### src/rtl/lcd_reader.sv
module lcd_reader #(
    parameter int unsigned T_SETUP_NS      = 40,
    parameter int unsigned T_EH_NS         = 240,
    parameter int unsigned T_EL_NS         = 760,
    parameter int unsigned POLL_TIMEOUT_NS = 2000000
) (
    input  logic       clk,
    input  logic       rst,
    input  logic [7:0] period_clk_ns,
    input  logic       strobe_in,
    input  logic       rs_in,
    input  logic [3:0] lcd_nibble_in,
    output logic       lcd_e,
    output logic       lcd_rs,
    output logic       lcd_rw,
    output logic       lcd_nibble_oe,
    output logic [7:0] data_out,
    output logic       busy_flag,
    output logic       busy,
    output logic       done,
    output logic       timeout
);

    typedef enum logic [2:0] {
        IDLE, SETUP, EH_HI, EL_HI, EH_LO, HOLD, DONE
`ifdef LCD_BUSY_POLL_EN
        , GAP
`endif
    } state_t;

    state_t      state;
    logic [23:0] cnt;
    logic [23:0] t_lim;
    logic [7:0]  p_eff;
    logic [24:0] cnt_sum;
    logic [23:0] cnt_inc;
    logic        tmr_hit;

    assign p_eff   = (period_clk_ns == 8'd0) ? 8'd1 : period_clk_ns;
    assign cnt_sum = {1'b0, cnt} + {17'd0, p_eff};
    assign cnt_inc = cnt_sum[24] ? '1 : cnt_sum[23:0];
    assign tmr_hit = (cnt >= t_lim);
    assign busy    = (state != IDLE);

`ifdef LCD_BUSY_POLL_EN
    logic [31:0] poll_cnt;
    logic [32:0] poll_sum;
    logic [31:0] poll_inc;
    logic        tmo_hit;
    logic        timeout_q;

    assign poll_sum = {1'b0, poll_cnt} + {25'd0, p_eff};
    assign poll_inc = poll_sum[32] ? '1 : poll_sum[31:0];
    assign timeout  = timeout_q;
`else
    assign timeout  = 1'b0;
`endif

    always_comb begin
        t_lim = 24'(T_SETUP_NS);
        case (state)
            EH_HI, EH_LO: t_lim = 24'(T_EH_NS);
            EL_HI:        t_lim = 24'(T_EL_NS);
`ifdef LCD_BUSY_POLL_EN
            GAP:          t_lim = 24'(T_EL_NS);
`endif
            default:      t_lim = 24'(T_SETUP_NS);
        endcase
    end

    always_ff @(posedge clk or posedge rst) begin
        if (rst) begin
            state         <= IDLE;
            cnt           <= '0;
            lcd_e         <= 1'b0;
            lcd_rs        <= 1'b0;
            lcd_rw        <= 1'b0;
            lcd_nibble_oe <= 1'b1;
            data_out      <= '0;
            busy_flag     <= 1'b0;
            done          <= 1'b0;
`ifdef LCD_BUSY_POLL_EN
            poll_cnt      <= '0;
            tmo_hit       <= 1'b0;
            timeout_q     <= 1'b0;
`endif
        end else begin
            done <= 1'b0;
            cnt  <= cnt_inc;
`ifdef LCD_BUSY_POLL_EN
            timeout_q <= 1'b0;
            poll_cnt  <= poll_inc;
`endif
            case (state)
                IDLE: begin
                    cnt           <= '0;
                    lcd_e         <= 1'b0;
                    lcd_rw        <= 1'b0;
                    lcd_nibble_oe <= 1'b1;
`ifdef LCD_BUSY_POLL_EN
                    poll_cnt      <= '0;
                    tmo_hit       <= 1'b0;
`endif
                    if (strobe_in) begin
                        lcd_rs        <= rs_in;
                        lcd_rw        <= 1'b1;
                        lcd_nibble_oe <= 1'b0;
                        state         <= SETUP;
                    end
                end
                SETUP: if (tmr_hit) begin
                    cnt   <= '0;
                    lcd_e <= 1'b1;
                    state <= EH_HI;
                end
                EH_HI: if (tmr_hit) begin
                    cnt           <= '0;
                    data_out[7:4] <= lcd_nibble_in;
                    lcd_e         <= 1'b0;
                    state         <= EL_HI;
                end
                EL_HI: if (tmr_hit) begin
                    cnt   <= '0;
                    lcd_e <= 1'b1;
                    state <= EH_LO;
                end
                EH_LO: if (tmr_hit) begin
                    cnt           <= '0;
                    data_out[3:0] <= lcd_nibble_in;
                    lcd_e         <= 1'b0;
                    state         <= HOLD;
                end
                HOLD: if (tmr_hit) begin
                    cnt <= '0;
`ifdef LCD_BUSY_POLL_EN
                    if (poll_cnt >= POLL_TIMEOUT_NS) begin
                        tmo_hit <= 1'b1;
                        lcd_rw  <= 1'b0;
                        state   <= DONE;
                    end else if (!lcd_rs && data_out[7]) begin
                        state <= GAP;
                    end else begin
                        lcd_rw <= 1'b0;
                        state  <= DONE;
                    end
`else
                    lcd_rw <= 1'b0;
                    state  <= DONE;
`endif
                end
                DONE: begin
                    cnt           <= '0;
                    lcd_nibble_oe <= 1'b1;
                    done          <= 1'b1;
                    if (!lcd_rs) busy_flag <= data_out[7];
`ifdef LCD_BUSY_POLL_EN
                    timeout_q     <= tmo_hit;
`endif
                    state         <= IDLE;
                end
`ifdef LCD_BUSY_POLL_EN
                GAP: if (tmr_hit) begin
                    cnt   <= '0;
                    state <= SETUP;
                end
`endif
                default: state <= IDLE;
            endcase
        end
    end

endmodule

### config.mk
export PLATFORM = sky130hd
export DESIGN_NAME = lcd_reader
export DESIGN_NICKNAME = d
export VERILOG_FILES = /design/src/rtl/lcd_reader.sv
export SDC_FILE = /design/constraint.sdc
export NUM_CORES = 1
export LEC_CHECK = 0
export CORE_MARGIN = 5
export CORE_UTILIZATION = 30
export CTS_CLUSTER_DIAMETER = 150
export DETAILED_ROUTE_END_ITERATION = 8
export HOLD_SLACK_MARGIN = 0.12
export PLACE_DENSITY_LB_ADDON = 0.12
export SLEW_MARGIN = 20
export SYNTH_ARGS = -nofsm -noshare
export SYNTH_HDL_FRONTEND = slang
export SYNTH_SLANG_ARGS = --single-unit
### constraint.sdc
create_clock -name clk -period 4.8 [get_ports clk]
set_input_delay 0.96 -clock clk [delete_from_list [all_inputs] [get_ports clk]]
set_output_delay 0.96 -clock clk [all_outputs]
set_load 0.01 [all_outputs]
==> impl_metrics.toml <==
[sta]
post-route-period-util_pct = 74.7
fin_crit_ns = 3.59
fmax_ghz = 0.279
worst_pin_slew_ns = 0.792
tns_ns = 0
hold_viol = 0
slew_headroom_pct = 47.2
rsz0062_at_grt = "false"
maxSlewViolCount = 0
holdWs_ns = 0.513
final.setup_skew_ns = 0.0113
setup_viol = 0
finalWorstSetupSlack_ns = 1.21

[synth]
ys_warn_count = 0
synth-edff-count = 0
syn-cell-area_um2 = 2460
synthFlopType = "dfrtp_1"
synth-seq-area-share_pct = 41.7
syn_nets = 271
synth_area_per_cell_um2 = 10.2
ys_seq_elements = 41
ys_async_sr_fraction_pct = 100
synth_cell_type_count = 57
synth_cells = 241

[clock_network]
ctsHtreeMaxLevel = 2
cts-resized-gates = 0
postCtsSetupBuffers = 0
cts_sinks = 41
path_clk_slew_ns = 0.08
cts_root_buf = "clkbuf_8"
holdBufCountCts = 0
cts_tree = "yes"
max-clock-path-buffers = 2
clock_latency_ns = 0.29
cts_buffers = 5

[setup_path]
reg2reg_to = "cnt[22]"
r2r_slack_ns = 1.75
path_cells = "clkdlybuf4s50_1 > nor3_1 > a21o_1 > ha_1 > fa_1 > a211oi_1 > o211ai_1 > nand2_2 > or3_4 > and3_1 > nor3_1"
worst_ep_required_time_ns = 5.01
startpoint_type = "primary input"
endpoint = "cnt[18]"
crit_path_end_kind = "flip-flop"
slowest_delay_ns = 0.55
r2r_cells = 11
cp_max_fo = 21
arrival_ns = 3.79
startpoint = "period_clk_ns[1]"
worstReg2RegStart = "state[1]"
critPathKind = "primary input to flip-flop"
crit_top_cell = "nor3_1"
slowest_stage = "or3_4"

[hold_path]
hold_class = "flip-flop to flip-flop"

[die]
die_area_um2 = 10100
fp.coreArea_um2 = 8090
io_pins = 32
fp.dieH_um = 101
rows = 33
start_util_pct = 30.4
die_width_um = 101

[placed_design]
dp_hpwl_mm = 3.92
place_congestion = 0.745
detailedPlace.worstSlack_ns = 0.904
io_buffers = 30
placed_cell_area_um2 = 2820

[layout]
finalInstanceArea_um2 = 2930
utilization_pct = 36.3
num-nets-final = 296
syn_to_final_growth_pct = 19.2
final_cell_mix = "dfrtp_1 (40), clkdlybuf4s50_1 (30), nand2_1 (21), a21oi_1 (18), nor2_1 (14)"
drive_gt1_share_pct = 14.6
mostFrequentLayoutCell = "dfrtp_1"
nFillCells = 874
diodes = 0

[global_routing]
grt_max_degree = 25
grt.overflow.total = 0
antenna_found_initial = 0
grt.total_usage_pct = 11.0
grt_pass1_wl_mm = 8.89
grt_pass1_vias = 1786

[power]
vdd_drop_max_v = 0.000205
p_leak_nw = 1.26
power_density_nw_per_um2 = 576

[run]
cap_viol_max_count = 0

[run_status]
status = "finished, final reports clean"

[detailed_routing]
avgRoutedWirePerCell_um = 13.9
drt_wl_total_mm = 5.18
vias_per_cell = 4.86
dr.first_iter.drc_count = 103
routed-via-count = 1807
drc = 0
dr.pass1.iters = 5
antenna_left = 0
[Yosys cell counts (2+ instances only)]
| cell type | instances | area, µm² |
|---|---|---|
| mux2_2 | 3 | 33.8 |
| clkbuf_1 | 5 | 18.8 |
| mux2_4 | 8 | 120 |
| buf_2 | 4 | 20.0 |
| o22ai_1 | 2 | 12.5 |
| buf_4 | 2 | 15.0 |
| xnor2_1 | 5 | 43.8 |
| a311oi_1 | 2 | 17.5 |
| and3_1 | 5 | 31.3 |
| ha_1 | 13 | 163 |
| nor4_1 | 4 | 25.0 |
| xor2_1 | 11 | 96.3 |
| nand4_1 | 3 | 18.8 |
| nand3_1 | 6 | 30.0 |
| dfrtp_1 | 40 | 1000 |
| nor2_1 | 14 | 52.6 |
| a31oi_1 | 4 | 25.0 |
| nand2_1 | 21 | 78.8 |
| a21o_1 | 4 | 30.0 |
| mux2i_1 | 2 | 20.0 |
| a21oi_1 | 18 | 90.1 |
| nor3_1 | 5 | 25.0 |
| o21ai_0 | 5 | 25.0 |
| o211ai_1 | 3 | 22.5 |
| a21oi_2 | 9 | 78.8 |
| inv_1 | 11 | 41.3 |
| a211oi_1 | 2 | 15.0 |
[worst min path at each step]
stage                           end  slack, ns       from  cells past startpoint
after global routing      busy_flag       0.53  busy_flag                      1
after global placement    busy_flag       0.49  busy_flag                      1
after floorplan             cnt[23]       0.51    cnt[23]                      1
final                     busy_flag       0.51  busy_flag                      1
after CTS                 busy_flag       0.52  busy_flag                      1
after detailed placement  busy_flag       0.50  busy_flag                      1
[layout make-up]
cell class	count	area (µm²)	share of cell area, %
timing repair buffer	32	315	10.7
clock buffer	7	86.3	2.94
clock inverter	1	30.0	1.02
multi-input combinational	175	1300	44.4
sequential	41	1030	35.0
inverter	11	41.3	1.41
tap	105	131	4.48
[critical path: cells and delay by family]
kind | cells | cell delay (ns)
AOI/OAI and AO/OA | 3 | 0.53
adders and majority gates | 2 | 0.44
buffers and inverters | 1 | 0.49
and+or+nand+nor | 5 | 1.36
[power by group]
part           internal (W)  total, W  switching, W  leakage [nW]
clock network      0.000170  0.000283      0.000114        0.0585
registers          0.000450  0.000536     0.0000866         0.534
logic              0.000409  0.000871      0.000461         0.669
total               0.00103   0.00169      0.000661          1.26
[sequential cells by signal, indices dropped and copies added (netlist names)]
signal / cells
lcd_e: 1
lcd_rw: 1
data_out: 8
busy_flag: 1
cnt: 24
lcd_nibble_oe: 1
lcd_rs: 1
state: 3
done: 1
[cells by family after synthesis]
family | after synthesis | synth area share (%)
flops | 41 | 41.7
fa+ha+maj | 15 | 7.83
compound gates | 61 | 17.4
xor+xnor | 16 | 5.69
other cells | 1 | 0.152
mux | 13 | 7.07
buf+inv | 25 | 5.34
simple gates | 69 | 14.7
[layer usage]
metal  GRT usage [%]  share of wire (%)
met5               0                  0
met4            3.42               0.91
met3            2.49                4.0
met2            16.2                 42
met1            16.0                 53
[per-stage QoR]
step | total power [W] | instances
6_report | 0.00169 | 372
5_1_grt | 0.00183 | 372
4_1_cts | 0.00172 | 372
3_5_place_dp | 0.00142 | 364
3_3_place_gp | 0.00142 | 364
2_1_floorplan | 0.00116 | 241
Power figures use the tool's default switching activity.
